===== src/rtl/mux_bin_pipe.sv =====
// Pipelined binary-select multiplexer: radix-RADIX mux tree cut into register
// stages of SPLIT levels each, with a combinational valid/ready chain.
module mux_bin_pipe #(
    parameter type DAT_T = logic [4-1:0],
    parameter int  WIDTH = 32,
    parameter int  RADIX = 2,
    parameter int  SPLIT = 1
) (
    input  logic                     clk,
    input  logic                     rst_n,
    input  logic                     s_vld,
    output logic                     s_rdy,
    input  logic [$clog2(WIDTH)-1:0] s_bin,
    input  DAT_T                     s_ary [WIDTH-1:0],
    output logic                     m_vld,
    input  logic                     m_rdy,
    output DAT_T                     m_dat
);

    localparam int WIDTH_LOG = $clog2(WIDTH);
    localparam int DW        = $bits(DAT_T);
    localparam int DIG       = (RADIX == 4) ? 2 : 1;
    localparam int LEVELS    = (WIDTH_LOG + DIG - 1) / DIG;
    localparam int SPLIT_SAFE = (SPLIT < 1) ? 1 : SPLIT;
    localparam int STAGES    = (LEVELS + SPLIT_SAFE - 1) / SPLIT_SAFE;

    if (RADIX != 2 && RADIX != 4) begin : g_bad_radix
        $fatal(1, "mux_bin_pipe: RADIX must be 2 or 4");
    end
    if (SPLIT < 1) begin : g_bad_split
        $fatal(1, "mux_bin_pipe: SPLIT must be at least 1");
    end
    if (WIDTH < 2) begin : g_bad_width
        $fatal(1, "mux_bin_pipe: WIDTH must be at least 2");
    end

    for (genvar gi = 0; gi < STAGES; gi++) begin : gen_stage
        localparam int L0   = gi * SPLIT_SAFE;
        localparam int L1   = ((gi + 1) * SPLIT_SAFE < LEVELS) ? (gi + 1) * SPLIT_SAFE : LEVELS;
        localparam int NL   = L1 - L0;
        localparam int SIN  = (LEVELS - L0) * DIG;
        localparam int SOUT = (LEVELS - L1) * DIG;
        localparam int NIN  = 1 << SIN;
        localparam int NOUT = 1 << SOUT;
        localparam int PW   = SOUT + NOUT * DW;

        logic [NIN*DW-1:0]  din;
        logic [SIN-1:0]     sin;
        logic [NOUT*DW-1:0] dred;
        logic [PW-1:0]      pnext;
        logic [PW-1:0]      pipe_reg;
        logic               vld_up;
        logic               vld_reg;
        logic               rdy_dn;
        logic               rdy;

        // Stage 0 pads the array with zeros so out-of-range selects yield 0.
        if (gi == 0) begin : g_src
            assign vld_up = s_vld;
            assign sin    = SIN'(s_bin);
            for (genvar ei = 0; ei < NIN; ei++) begin : gen_pad
                if (ei < WIDTH) begin : g_elem
                    assign din[ei*DW +: DW] = s_ary[ei];
                end else begin : g_zero
                    assign din[ei*DW +: DW] = '0;
                end
            end
        end else begin : g_chain
            assign vld_up = gen_stage[gi-1].vld_reg;
            assign din    = gen_stage[gi-1].pipe_reg[NIN*DW-1:0];
            assign sin    = gen_stage[gi-1].pipe_reg[NIN*DW +: SIN];
        end

        for (genvar li = 0; li < NL; li++) begin : gen_lvl
            localparam int NI = 1 << (SIN - li * DIG);
            localparam int NO = NI >> DIG;

            logic [NI*DW-1:0] lin;
            logic [NO*DW-1:0] lout;
            logic [DIG-1:0]   dig;

            assign dig = sin[li*DIG +: DIG];

            if (li == 0) begin : g_first
                assign lin = din;
            end else begin : g_next
                assign lin = gen_lvl[li-1].lout;
            end

            always_comb begin
                lout = '0;
                for (int j = 0; j < NO; j++) begin
                    lout[j*DW +: DW] = lin[(j * RADIX + int'(dig)) * DW +: DW];
                end
            end
        end

        assign dred = gen_lvl[NL-1].lout;

        // Unconsumed upper select digits travel with the partial array.
        if (SOUT > 0) begin : g_keep_sel
            assign pnext = {sin[SIN-1 -: SOUT], dred};
        end else begin : g_drop_sel
            assign pnext = dred;
        end

        if (gi == STAGES - 1) begin : g_last
            assign rdy_dn = m_rdy;
        end else begin : g_mid
            assign rdy_dn = gen_stage[gi+1].rdy;
        end

        assign rdy = !vld_reg || rdy_dn;

        always_ff @(posedge clk or negedge rst_n) begin
            if (!rst_n) begin
                vld_reg  <= 1'b0;
                pipe_reg <= '0;
            end else if (rdy) begin
                vld_reg <= vld_up;
                if (vld_up) begin
                    pipe_reg <= pnext;
                end
            end
        end
    end

    assign s_rdy = gen_stage[0].rdy;
    assign m_vld = gen_stage[STAGES-1].vld_reg;
    assign m_dat = DAT_T'(gen_stage[STAGES-1].pipe_reg);

endmodule


===== config.mk =====
export PLATFORM = sky130hd
export DESIGN_NAME = mux_bin_pipe
export DESIGN_NICKNAME = d
export VERILOG_FILES = /design/src/rtl/mux_bin_pipe.sv
export SDC_FILE = /design/constraint.sdc
export NUM_CORES = 1
export LEC_CHECK = 0
export CORE_ASPECT_RATIO = 0.7
export CORE_MARGIN = 2
export CORE_UTILIZATION = 30
export DETAILED_ROUTE_END_ITERATION = 8
export GPL_ROUTABILITY_DRIVEN = 0
export PLACE_DENSITY_LB_ADDON = 0.3
export SLEW_MARGIN = 15
export SYNTH_ARGS = -nofsm -noshare
export SYNTH_HDL_FRONTEND = slang
export SYNTH_SLANG_ARGS = --single-unit

===== constraint.sdc =====
create_clock -name clk -period 2.2 [get_ports clk]
set_clock_uncertainty 0.15 [all_clocks]
set_input_delay 0.44 -clock clk [delete_from_list [all_inputs] [get_ports clk]]
set_output_delay 0.44 -clock clk [all_outputs]
set_load 0.01 [all_outputs]

==> results.py <==
metrics = {
    "critical_path": {
        "critical_path_buf_inv_count": 2,
        "cp_max_fo": 2,
        "cp_data_arrival_time_ps": 1460,
        "critPathLaunchType": "input pin",
        "path_class": "in -> out",
        "path_delay_family": "buffers and inverters",
        "critical_path.max_stage_delay_ps": 440,
        "crit_path_end_kind": "output pin",
        "worstPathRequired_ps": 1610,
        "crit_chain": "clkdlybuf4s50_1 -> and4b_4 -> nand3_1 -> clkbuf_2",
        "slowest_stage": "clkdlybuf4s50_1",
    },
    "timing": {
        "maxSlewViolCount": 0,
        "grt_setup_unrepaired": "false",
        "maxClockFrequency_ghz": 0.487,
        "layout_min_cycle_time_ps": 2050,
        "post-route-period-util_pct": 93.4,
        "setup_viol_count_final": 0,
        "hold_violations": 0,
        "tightest_slew_ps": 444,
        "relSlewSlack_pct": 70.4,
    },
    "placed_design": {
        "io_buffers": 142,
        "dp_hpwl_mm": 10.5,
        "placed_area_um2": 8490,
    },
    "global_route": {
        "grt_pass1_vias": 4617,
        "overflow": 0,
        "grt_max_degree": 62,
        "grt_usage_pct": 13.0,
        "grt_pass1_wl_mm": 23.7,
        "antenna_found_initial": 1,
    },
    "cells_and_area": {
        "mostFrequentLayoutCells": "mux2_2 (181), clkdlybuf4s50_1 (139), dfrtp_1 (138), a21oi_1 (44), mux2i_1 (28)",
        "fillers": 2014,
        "final_common_cell": "mux2_2",
        "regArea_um2": 3480,
        "synthToLayoutAreaGrowth_pct": 36.0,
        "drive_gt1_share_pct": 37.4,
        "multi_input_area_um2": 2990,
        "post-route-util_pct": 41.7,
        "nets": 757,
        "largest_register_ffs": 130,
        "postLayoutCellArea_um2": 9060,
    },
    "pwr": {
        "p_leak_nw": 3.66,
        "combPwrFrac_pct": 24.3,
        "p_int_w": 0.00623,
        "p_switching_w": 0.00235,
        "power_w": 0.00858,
        "power_frac_seq_pct": 43.5,
        "peakVddDrop_mv": 0.584,
        "swShare_pct": 27.4,
        "clkPwrFrac_pct": 32.2,
        "power.density_nw_per_um2": 947,
    },
    "floorplanning": {
        "die_w_um": 182,
        "die_area_um2": 23400,
        "rows": 45,
        "die_h_um": 129,
        "start_util_pct": 30.7,
        "num_io_pins": 143,
        "fp.coreArea_um2": 21700,
    },
    "clocking": {
        "cts_max_path_buffers": 2,
        "cts_tree": "built",
        "insertion_delay_ps": 420,
        "cts_root_buf": "clkbuf_16",
        "clock-sinks": 139,
        "cts-htree-levels": 4,
        "path_clk_slew_ps": 60,
        "cts_buffers": 17,
    },
    "synthesis": {
        "synth_area_um2": 6660,
        "ys_seq_area_share_pct": 52.2,
        "synth_warnings": 0,
        "synth_area_per_cell_um2": 14.0,
        "syn_nets": 612,
        "ys_ff_latch": 139,
        "syn_inst": 475,
        "synth.distinct_cells": 21,
    },
    "detailed_routing": {
        "drt_wl_total_mm": 14.4,
        "postRouteAntennaNets": 0,
        "wl_per_cell_um": 15.7,
        "drtIter0Drc": 181,
        "vias": 4258,
        "vias_per_cell": 4.65,
        "drt_pass1_iterations": 4,
        "drc": 0,
    },
    "status": {
        "status": "complete, no violations",
    },
    "hold_path": {
        "hp-class": "in -> async",
    },
    "flow_run": {
        "maxCapViolCount": 0,
    },
}
[path summary, 6_finish.rpt]
path | start | to | slack [ps] | cells after the start
setup / recovery | m_rdy | s_rdy | 150 | 4
hold / removal | rst_n | gen_stage[0].pipe_reg[39] | 280 | 2
setup reg to reg | gen_stage[2].vld_reg | gen_stage[1].pipe_reg[14] | 340 | 5
hold reg to reg | gen_stage[0].pipe_reg[36] | gen_stage[0].pipe_reg[36] | 340 | 1
max in group asynchronous | rst_n | gen_stage[0].pipe_reg[64] | 1010 | 3
min in group clk | gen_stage[0].pipe_reg[36] | gen_stage[0].pipe_reg[36] | 340 | 1
[per-stage QoR]
stage	worst slack (ps)	TNS (ps)	std cells	hold WS, ps
2_1_floorplan	338	0	475	-5.59
5_1_grt	93.5	0	915	280
3_5_place_dp	-205	-17830	882	157
3_3_place_gp	-164	-10400	882	152
6_report	145	0	916	283
4_1_cts	45.5	0	915	273
[power groups by stage]
stage / logic [W] / registers, W / clock network (W)
3_5_place_dp: 0.00211 / 0.00378 / 0
4_1_cts: 0.00213 / 0.00374 / 0.00284
3_3_place_gp: 0.00205 / 0.00374 / 0
2_1_floorplan: 0.00145 / 0.00358 / 0
6_report: 0.00208 / 0.00373 / 0.00277
5_1_grt: 0.00231 / 0.00383 / 0.00297
[cell usage after synthesis]
cell	count	share of area (%)
clkbuf_1	15	0.85
buf_2	6	0.45
nand2_1	2	0.11
a31oi_1	12	1.1
mux2_2	181	31
buf_4	5	0.56
a21boi_4	1	0.28
nand3_1	1	0.075
and4b_4	1	0.21
buf_6	6	1.0
buf_1	3	0.17
and2_1	1	0.094
nand3b_1	1	0.11
mux2i_1	28	4.2
dfrtp_1	139	52
mux2_1	21	3.6
nand2b_1	5	0.47
o21ai_2	1	0.13
nand4b_4	1	0.36
a21o_1	1	0.11
a21oi_1	44	3.3
[layer usage]
layer / up-vias / global-route usage (%) / part of all wire, % / wire [µm]
li1: 2032 / - / - / -
met1: 2093 / 17.8 / 51 / 7340
met2: 118 / 19.4 / 42 / 6060
met3: 15 / 4.61 / 5.6 / 805
met4: 0 / 4.17 / 1.2 / 172
met5: - / 0 / 0 / 0
[worst register-to-register path, cell delays in order (launching register included)]
cell,delay [ps]
dfrtp_1,440
and4b_4,220
buf_4,140
a21boi_4,230
buf_12,190
mux2_2,370
[cells by family after synthesis]
family / Yosys count / share of synthesized area, %
DFF: 139 / 52.2
buffers and inverters: 35 / 3.04
muxes: 230 / 38.4
AOI/OAI and AO/OA: 59 / 4.96
and+or+nand+nor: 12 / 1.43
[what timing repair did]
| item | 4_1_cts | 5_1_grt |
|---|---|---|
| endpoints found under the hold margin | 19 | 0 |
| gates resized for setup | 2 | 1 |
| endpoints found under the setup margin | 1 | 1 |
| buffers inserted | 0 | 0 |
| hold buffers | 1 | 0 |
| pin swaps | 0 | 0 |
[final cells by class]
class	instances	share of cell area [%]
Antenna cell	1	0.0276
Tap cell	282	3.89
Clock inverter	12	1.35
Multi-Input combinational cell	301	33.0
Sequential cell	139	38.4
Timing Repair Buffer	161	18.4
Clock buffer	20	4.93
Note: power is estimated with default switching activity, not from simulation.
